## config.mk

```make
export PLATFORM = sky130hd
export DESIGN_NAME = if_fetch_buffer
export DESIGN_NICKNAME = d
export VERILOG_FILES = /design/src/rtl/fetch_pkg.sv /design/src/rtl/fetch_fifo.sv /design/src/rtl/if_fetch_buffer.sv
export SDC_FILE = /design/constraint.sdc
export NUM_CORES = 1
export LEC_CHECK = 0
export BUFFER_PORTS_ARGS = -buffer_cell sky130_fd_sc_hd__buf_2
export CORE_MARGIN = 8
export CORE_UTILIZATION = 50
export CTS_CLUSTER_DIAMETER = 100
export CTS_CLUSTER_SIZE = 30
export DETAILED_ROUTE_END_ITERATION = 10
export GPL_TIMING_DRIVEN = 0
export HOLD_SLACK_MARGIN = 0.12
export PLACE_DENSITY_LB_ADDON = 0.1
export SYNTH_ARGS = -nofsm -noshare
export SYNTH_HDL_FRONTEND = slang
export SYNTH_SLANG_ARGS = --single-unit
```

## constraint.sdc

```tcl
create_clock -name clk -period 4.9 [get_ports clk]
set_clock_uncertainty 0.2 [all_clocks]
set_input_delay 0.98 -clock clk [delete_from_list [all_inputs] [get_ports clk]]
set_output_delay 0.98 -clock clk [all_outputs]
set_load 0.005 [all_outputs]
```

## src/rtl/fetch_pkg.sv

```systemverilog
// Shared fetch-path types: FSM state encoding, canonical NOP and the queue entry layout.
package fetch_pkg;

  typedef enum logic [1:0] {
    ST_IDLE = 2'b00,
    ST_WAIT = 2'b01,
    ST_DROP = 2'b10
  } fetch_state_e;

  localparam logic [31:0] NOP_INSTR = 32'h0000_0013;

  typedef struct packed {
    logic [31:0] pc;
    logic [31:0] instr;
    logic        fault;
  } fetch_entry_t;

  function automatic logic pc_misaligned(input logic [31:0] pc);
    return (pc[1:0] != 2'b00);
  endfunction

endpackage

```

## src/rtl/fetch_fifo.sv

```systemverilog
// DEPTH-entry synchronous FIFO with flush; the pointers wrap naturally because DEPTH is a power of two.
module fetch_fifo #(
  parameter  int DEPTH = 2,
  parameter  int W     = 64,
  localparam int AW    = $clog2(DEPTH),
  localparam int CW    = AW + 1
) (
  input  logic          clk,
  input  logic          rst,
  input  logic          flush_i,
  input  logic          push_i,
  input  logic          pop_i,
  input  logic [W-1:0]  data_i,
  output logic [W-1:0]  data_o,
  output logic [CW-1:0] count_o
);

  logic [W-1:0]  mem_q [DEPTH];
  logic [W-1:0]  mem_d [DEPTH];
  logic [AW-1:0] wptr_q, wptr_d;
  logic [AW-1:0] rptr_q, rptr_d;
  logic [CW-1:0] count_q, count_d;
  logic          do_push_s, do_pop_s;

  // Pointer, occupancy and storage updates; a push into a full queue is only taken alongside a pop.
  always_comb begin
    mem_d     = mem_q;
    do_pop_s  = pop_i && (count_q != '0);
    do_push_s = push_i && ((count_q != CW'(DEPTH)) || do_pop_s);
    if (flush_i) begin
      wptr_d  = '0;
      rptr_d  = '0;
      count_d = '0;
    end else begin
      wptr_d = do_push_s ? (wptr_q + AW'(1)) : wptr_q;
      rptr_d = do_pop_s  ? (rptr_q + AW'(1)) : rptr_q;
      case ({do_push_s, do_pop_s})
        2'b10:   count_d = count_q + CW'(1);
        2'b01:   count_d = count_q - CW'(1);
        default: count_d = count_q;
      endcase
      if (do_push_s) begin
        mem_d[wptr_q] = data_i;
      end else begin
        mem_d[wptr_q] = mem_q[wptr_q];
      end
    end
  end

  // State registers; storage is cleared too so the head reads zero out of reset.
  always_ff @(posedge clk or negedge rst) begin
    if (!rst) begin
      wptr_q  <= '0;
      rptr_q  <= '0;
      count_q <= '0;
      for (int i = 0; i < DEPTH; i++) begin
        mem_q[i] <= '0;
      end
    end else begin
      wptr_q  <= wptr_d;
      rptr_q  <= rptr_d;
      count_q <= count_d;
      mem_q   <= mem_d;
    end
  end

  assign data_o  = mem_q[rptr_q];
  assign count_o = count_q;

endmodule

```

## src/rtl/if_fetch_buffer.sv

```systemverilog
// Instruction fetch front end: one outstanding imem request, in-order response queue toward decode.
// Optional FETCH_ALIGN_CHECK_EN turns misaligned PCs into faulting NOP entries instead of requests.
module if_fetch_buffer
  import fetch_pkg::*;
#(
  parameter int DEPTH = 2
) (
  input  logic        clk,
  input  logic        rst,
  input  logic [31:0] pc_i,
  output logic        pc_stall_o,
  input  logic        redirect_i,
  output logic        imem_req_o,
  output logic [31:0] imem_addr_o,
  input  logic        imem_rvalid_i,
  input  logic [31:0] imem_rdata_i,
  output logic        id_valid_o,
  input  logic        id_ready_i,
  output logic [31:0] id_pc_o,
  output logic [31:0] id_instr_o
`ifdef FETCH_ALIGN_CHECK_EN
  ,
  output logic        id_fault_o
`endif
);

  localparam int CW = $clog2(DEPTH) + 1;
`ifdef FETCH_ALIGN_CHECK_EN
  localparam int EW = $bits(fetch_entry_t);
`else
  localparam int EW = $bits(fetch_entry_t) - 1;
`endif

  fetch_state_e  state_q, state_d;
  logic [31:0]   pc_q, pc_d;
  logic [CW-1:0] count_s, cnt_after_s;
  logic          issue_s, push_s, fpush_s, pop_s, flush_s;
  logic          id_valid_s, space_s, misalign_s;
  logic [31:0]   push_pc_s, push_instr_s;
  logic [EW-1:0] push_bits_s, head_bits_s;

  assign id_valid_s = (count_s != '0);
  assign pop_s      = id_valid_s && id_ready_i;
  assign space_s    = (count_s < CW'(DEPTH));

`ifdef FETCH_ALIGN_CHECK_EN
  assign misalign_s = pc_misaligned(pc_i);
`else
  assign misalign_s = 1'b0;
`endif

  // Next state and this cycle's issue / push / flush decisions.
  always_comb begin
    state_d      = state_q;
    pc_d         = pc_q;
    issue_s      = 1'b0;
    push_s       = 1'b0;
    fpush_s      = 1'b0;
    flush_s      = 1'b0;
    push_pc_s    = pc_q;
    push_instr_s = imem_rdata_i;
    cnt_after_s  = count_s + CW'(1) - CW'(pop_s);
    case (state_q)
      ST_IDLE: begin
        if (redirect_i) begin
          flush_s = 1'b1;
        end else if (space_s && misalign_s) begin
          fpush_s      = 1'b1;
          push_s       = 1'b1;
          push_pc_s    = pc_i;
          push_instr_s = NOP_INSTR;
        end else if (space_s) begin
          issue_s = 1'b1;
          state_d = ST_WAIT;
        end else begin
          state_d = ST_IDLE;
        end
      end
      ST_WAIT: begin
        if (redirect_i) begin
          flush_s = 1'b1;
          state_d = imem_rvalid_i ? ST_IDLE : ST_DROP;
        end else if (imem_rvalid_i) begin
          push_s = 1'b1;
          // A misaligned next PC falls back to IDLE, which emits the fault entry.
          if ((cnt_after_s < CW'(DEPTH)) && !misalign_s) begin
            issue_s = 1'b1;
            state_d = ST_WAIT;
          end else begin
            state_d = ST_IDLE;
          end
        end else begin
          state_d = ST_WAIT;
        end
      end
      ST_DROP: begin
        flush_s = redirect_i;
        state_d = imem_rvalid_i ? ST_IDLE : ST_DROP;
      end
      default: begin
        state_d = ST_IDLE;
      end
    endcase
    if (issue_s) begin
      pc_d = pc_i;
    end else begin
      pc_d = pc_q;
    end
  end

  // FSM state and the PC of the request in flight.
  always_ff @(posedge clk or negedge rst) begin
    if (!rst) begin
      state_q <= ST_IDLE;
      pc_q    <= '0;
    end else begin
      state_q <= state_d;
      pc_q    <= pc_d;
    end
  end

`ifdef FETCH_ALIGN_CHECK_EN
  fetch_entry_t head_s;
  assign push_bits_s = {push_pc_s, push_instr_s, fpush_s};
  assign head_s      = head_bits_s;
  assign id_pc_o     = head_s.pc;
  assign id_instr_o  = head_s.instr;
  assign id_fault_o  = head_s.fault;
`else
  assign push_bits_s = {push_pc_s, push_instr_s};
  assign id_pc_o     = head_bits_s[63:32];
  assign id_instr_o  = head_bits_s[31:0];
`endif

  fetch_fifo #(
    .DEPTH (DEPTH),
    .W     (EW)
  ) u_fifo (
    .clk     (clk),
    .rst     (rst),
    .flush_i (flush_s),
    .push_i  (push_s),
    .pop_i   (pop_s),
    .data_i  (push_bits_s),
    .data_o  (head_bits_s),
    .count_o (count_s)
  );

  // Request and stall are gated by reset so they hold their idle values while rst is low.
  assign imem_addr_o = pc_i;
  assign imem_req_o  = issue_s & rst;
  assign pc_stall_o  = ~(rst & (issue_s | fpush_s | redirect_i));
  assign id_valid_o  = id_valid_s;

endmodule

```

==> results.tsv, run 1 <==
metric	value	unit
outcome	complete, no violations	
CTS Buf Count	17	
Die Ht	137	microns
power per cell area	598	nW/um^2
Via density	5.13	
share of cells above drive strength 1	60.9	%
Setup CP Type	flip-flop to output port	
non-filler cells, final	869	
worst-skew pair later-pin latency	0.42	ns
CTS max path bufs	2	
max_cap viols	0	
flops & latches, synth	166	
Period minus WS final	3.77	ns
vias in the first global route	5029	
CP Cell Sequence	inv_1, ha_1, nand3b_1, xor2_1, a21oi_2, buf_2, a21bo_2, buf_2	
Syn Inst Count	485	
Setup WS post-layout	1.13	ns
initial DRC count	169	
type of destination of the critical path	output port	
met3 Usage GRT	4.70	%
R2R Path End	pc_q[7]	
std cell rows	44	
Die Width	137	microns
EDFF count, synth	0	
Worst Hold Depth	1	
DP Area	8430	sq um
WL final	15300	microns
Clock Pin Slew Worst Setup and Hold Paths	0.06	ns
Ys Warns	0	
Max Clk Rate	0.265	GHz
Cell variety after synth	30	
root buf cell	clkbuf_16	
dpl cells	837	
Critical Path Start Type	flip-flop	
Core Area	14400	sq um
CP dominant cell by count	buf_2	
clock tree from TritonCTS	built	
IO buf count	167	
final period utilization	76.9	%
Total GRT Usage	17.2	%
Worst EP required	3.72	ns
async set or reset register ratio after synthesis	100	%
Most used DFF post-synth	dfrtp_1	
HPWL after DPL	11000	microns
most frequent cells in the layout	buf_2, dfrtp_1, mux2_2	
initial antenna violation count	0	
post-synthesis area per instance	15.1	sq um
final instance area	9040	sq um
setup bufs post-CTS	0	
gp weighted congestion	0.691	
H-tree Lvls	4	
maximum fanout along the worst path	10	
pin count of the biggest net entering global routing	102	
Total Power	5.41	mW
Setup-failing EPs final	0	
Congestion Overflow GR	0	
Post-Syn Area	7330	sq um
CTS Sinks	166	
Slew Viols, Final	0	
RSZ-0062 raised after global routing	false	
Initial Util	50.8	%
post-synthesis sequential area ratio	56.7	%
crit path max-delay cell type	a21oi_2	
# diodes	0	
GR Util met2	27.9	%
DR vias	4456	
global route hottest layer	met2	
Area Growth Syn to Fin	23.4	%
Max VDD drop	0.000350	V
die area	18800	sq um
Worst EP arrival	2.59	ns
setup_tns	0	ns
Final Util	62.7	%
R2R Setup Slk	2.31	ns
syn nets	556	
Pleak	4.46	nW
hold_sp	u_fifo.mem_q[75]	
GR Layer Usage met1	21.4	%
routed len/inst	17.6	microns
Post-CTS Resized	0	
Worst R2R Path Depth	7	
first-pass GRT wire length	25100	microns
Slew @ Worst Pin	0.744	ns
DRC Markers	0	
worst r2r src	u_fifo.count_o[1]	
DR pass1 iterations	4	
WHS Endpoint	u_fifo.mem_q[75]	
I/O pin total	168	
max_slew headroom	50.4	%
Fin Hold WS	0.282	ns
Placement Setup Slack	1.27	ns
Hold Crit Class	flip-flop to flip-flop	
CTS Hold Bufs	0	
Final Hold Fails	0	
Post-DRT Antenna Nets	0	
commonest non-fill, non-tap cell in the layout	buf_2	
nets	743	
CP max stage delay	0.41	ns
==> layer usage <==
metal,part of all wire [%],vias up,wire (microns)
met5,0,-,0
met4,1.3,0,193
met3,5.9,11,898
met2,49,112,7540
met1,43,2272,6620
li1,-,2061,-
==> critical path, delay by kind of cell (launching register included) <==
family	cells	cell delay, ns
adder cells (fa/ha/maj)	1	0.23
XOR/XNOR	1	0.18
AND/OR/NAND/NOR	1	0.20
buffers and inverters	3	0.57
flip-flops	1	0.39
AO/OA/AOI/OAI	2	0.60
==> cell type report <==
class	count	area, sq um
clock inverter	13	155
sequential	166	4150
inverter	5	18.8
tap	184	230
clock buffer	19	453
buffer	55	390
multi-input combinational	259	2770
timing repair buffer	168	873
fill	1126	5380
==> worst max-delay path by stage <==
stage                      startpoint          to  slack [ns]  cells after the start
floorplan                  id_ready_i  pc_stall_o        1.84                      5
global placement                  rst  pc_stall_o       -0.46                      3
detailed placement         id_ready_i  pc_stall_o        1.27                      7
CTS                 u_fifo.count_o[1]  pc_stall_o        1.09                      8
global route        u_fifo.count_o[1]  pc_stall_o        0.99                      8
finish              u_fifo.count_o[1]  pc_stall_o        1.13                      8
==> cells by family after synthesis <==
group,Yosys count,synth area share (%)
AND/OR/NAND/NOR,19,1.66
buffers and inverters,60,5.58
adder cells (fa/ha/maj),2,0.341
XOR/XNOR,3,0.359
AO/OA/AOI/OAI,11,0.973
flip-flops,166,56.7
multiplexers,224,34.4
==> where the power goes <==
group,total [mW],internal [mW],switching (mW)
sequential,2.29,1.98,0.309
combinational,1.78,1.06,0.714
clock,1.34,0.825,0.520
total,5.41,3.86,1.54
==> registers in the layout, summed over array words and instances (netlist names) <==
name            cells
u_fifo.rptr_q       1
u_fifo.mem_q      128
u_fifo.wptr_q       1
pc_q               32
state_q             2
u_fifo.count_o      2
==> synthesized netlist by cell type, types with 2 or more instances <==
cell type / n / area share, %
buf_2: 9 / 0.61
nand2b_1: 2 / 0.17
mux2_1: 60 / 9.2
mux2_2: 164 / 25
a21oi_1: 5 / 0.34
nor2_1: 3 / 0.15
buf_4: 32 / 3.3
dfrtp_1: 166 / 57
clkbuf_1: 7 / 0.36
inv_1: 5 / 0.26
nor3_1: 3 / 0.20
buf_6: 7 / 1.1
ha_1: 2 / 0.34
xor2_1: 2 / 0.24
nand3b_1: 2 / 0.20
o21ai_0: 2 / 0.14
Power figures use the tool's default switching activity.
==> run 2, diff against run 1 <==
==> constraint.sdc (replaced) <==
create_clock -name clk -period 3.8 [get_ports clk]
set_clock_uncertainty 0.2 [all_clocks]
set_input_delay 0.76 -clock clk [delete_from_list [all_inputs] [get_ports clk]]
set_output_delay 0.76 -clock clk [all_outputs]
set_load 0.005 [all_outputs]
==> run 2 against run 1 <==
Sequential share of layout area is 0.051 points lower. Critical endpoint unchanged. Critical path type unchanged. First-iteration DRC count is 12% higher. Count of clock-buffer cells in the layout unchanged. Power rose by 29%. Sequential cell count unchanged. Core utilization is 0.069 points higher.
==> results.tsv, run 2 (synthesized netlist as in run 1, its figures left out) <==
metric	value	unit
outcome	complete, no violations	
gp weighted congestion	0.691	
CTS max path bufs	2	
CTS Buf Count	17	
Worst Hold Depth	1	
nets	744	
DR pass1 iterations	4	
Hold Crit Class	flip-flop to flip-flop	
non-filler cells, final	870	
H-tree Lvls	4	
Placement Setup Slack	0.606	ns
Setup WS post-layout	0.236	ns
Final Hold Fails	0	
Max VDD drop	0.000451	V
CTS Hold Bufs	1	
maximum fanout along the worst path	10	
Die Width	137	microns
pin count of the biggest net entering global routing	102	
die area	18800	sq um
root buf cell	clkbuf_16	
Period minus WS final	3.56	ns
Setup CP Type	flip-flop to output port	
power per cell area	771	nW/um^2
I/O pin total	168	
HPWL after DPL	11000	microns
Area Growth Syn to Fin	23.5	%
DP Area	8430	sq um
Worst EP required	2.84	ns
initial DRC count	190	
Post-CTS Resized	0	
share of cells above drive strength 1	60.8	%
Setup-failing EPs final	0	
DRC Markers	0	
hold_sp	u_fifo.mem_q[75]	
type of destination of the critical path	output port	
WHS Endpoint	u_fifo.mem_q[75]	
std cell rows	44	
# diodes	0	
worst-skew pair later-pin latency	0.42	ns
Critical Path Start Type	flip-flop	
Core Area	14400	sq um
Initial Util	50.8	%
Worst EP arrival	2.60	ns
WL final	15300	microns
commonest non-fill, non-tap cell in the layout	buf_2	
final period utilization	93.8	%
initial antenna violation count	0	
DR vias	4447	
Die Ht	137	microns
setup bufs post-CTS	0	
clock tree from TritonCTS	built	
worst r2r src	u_fifo.count_o[1]	
routed len/inst	17.6	microns
final instance area	9050	sq um
Slew @ Worst Pin	0.741	ns
Largest Register	u_fifo.mem_q	
max_cap viols	0	
Worst R2R Path Depth	7	
Via density	5.11	
Max Clk Rate	0.281	GHz
RSZ-0062 raised after global routing	false	
Total GRT Usage	17.2	%
Pleak	4.47	nW
R2R Path End	pc_q[7]	
Congestion Overflow GR	0	
max_slew headroom	50.6	%
CTS Sinks	166	
IO buf count	167	
Final Util	62.8	%
vias in the first global route	5032	
Post-DRT Antenna Nets	0	
R2R Setup Slk	1.20	ns
Fin Hold WS	0.282	ns
max FFs per register	128	
most frequent cells in the layout	buf_2, dfrtp_1, mux2_2	
Slew Viols, Final	0	
first-pass GRT wire length	25100	microns
Top Registers	u_fifo.mem_q (128), pc_q (32)	
Clock Pin Slew Worst Setup and Hold Paths	0.06	ns
dpl cells	837	
-- run 2: cell count changes in the layout (fill, tap and decap cells not counted) --
| cell | before | now |
|---|---|---|
| dlygate4sd3_1 | 0 | 1 |
-- run 2: worst max-delay path, cell delays in order, from the launching register on --
cell and delay (ns):
dfrtp_1 0.39, inv_1 0.11, ha_1 0.23, nand3b_1 0.20, xor2_1 0.18, a21oi_2 0.42, buf_2 0.36, a21bo_2 0.19
buf_2 0.10
-- run 2: worst max-delay path by stage --
stage	startpoint	endpoint	slack (ns)	cells past startpoint
finish	u_fifo.count_o[1]	pc_stall_o	0.24	8
global route	u_fifo.count_o[1]	pc_stall_o	0.11	8
CTS	u_fifo.count_o[1]	pc_stall_o	0.21	8
detailed placement	id_ready_i	pc_stall_o	0.61	7
global placement	rst	pc_stall_o	-1.12	3
floorplan	id_ready_i	pc_stall_o	1.18	5
-- run 2: per-stage QoR --
stage	TNS [ns]	power, mW
2_1_floorplan	0	4.36
3_3_place_gp	-106.97	5.16
3_5_place_dp	0	5.32
4_1_cts	0	7.09
5_1_grt	0	7.45
6_report	0	6.98
-- run 2: layout make-up --
class,instances,area [sq um]
Sequential cell,166,4150
Inverter,5,18.8
Tap cell,184,230
Timing Repair Buffer,169,883
Fill cell,1125,5370
Clock buffer,19,453
Multi-Input combinational cell,259,2770
Buffer,55,390
Clock inverter,13,155
-- run 2: power by group --
part	switching [mW]	total [mW]	internal, mW
clock	0.676	1.74	1.06
sequential	0.399	2.95	2.55
combinational	0.922	2.29	1.37
-- run 2: routing by layer --
| metal | vias to the layer above | wire, microns | GRT usage (%) |
|---|---|---|---|
| met1 | 2258 | 6660 | 21.4 |
| li1 | 2064 | - | - |
| met4 | 0 | 196 | 6.34 |
| met2 | 111 | 7520 | 27.9 |
| met5 | - | 0 | 0 |
| met3 | 14 | 904 | 4.70 |
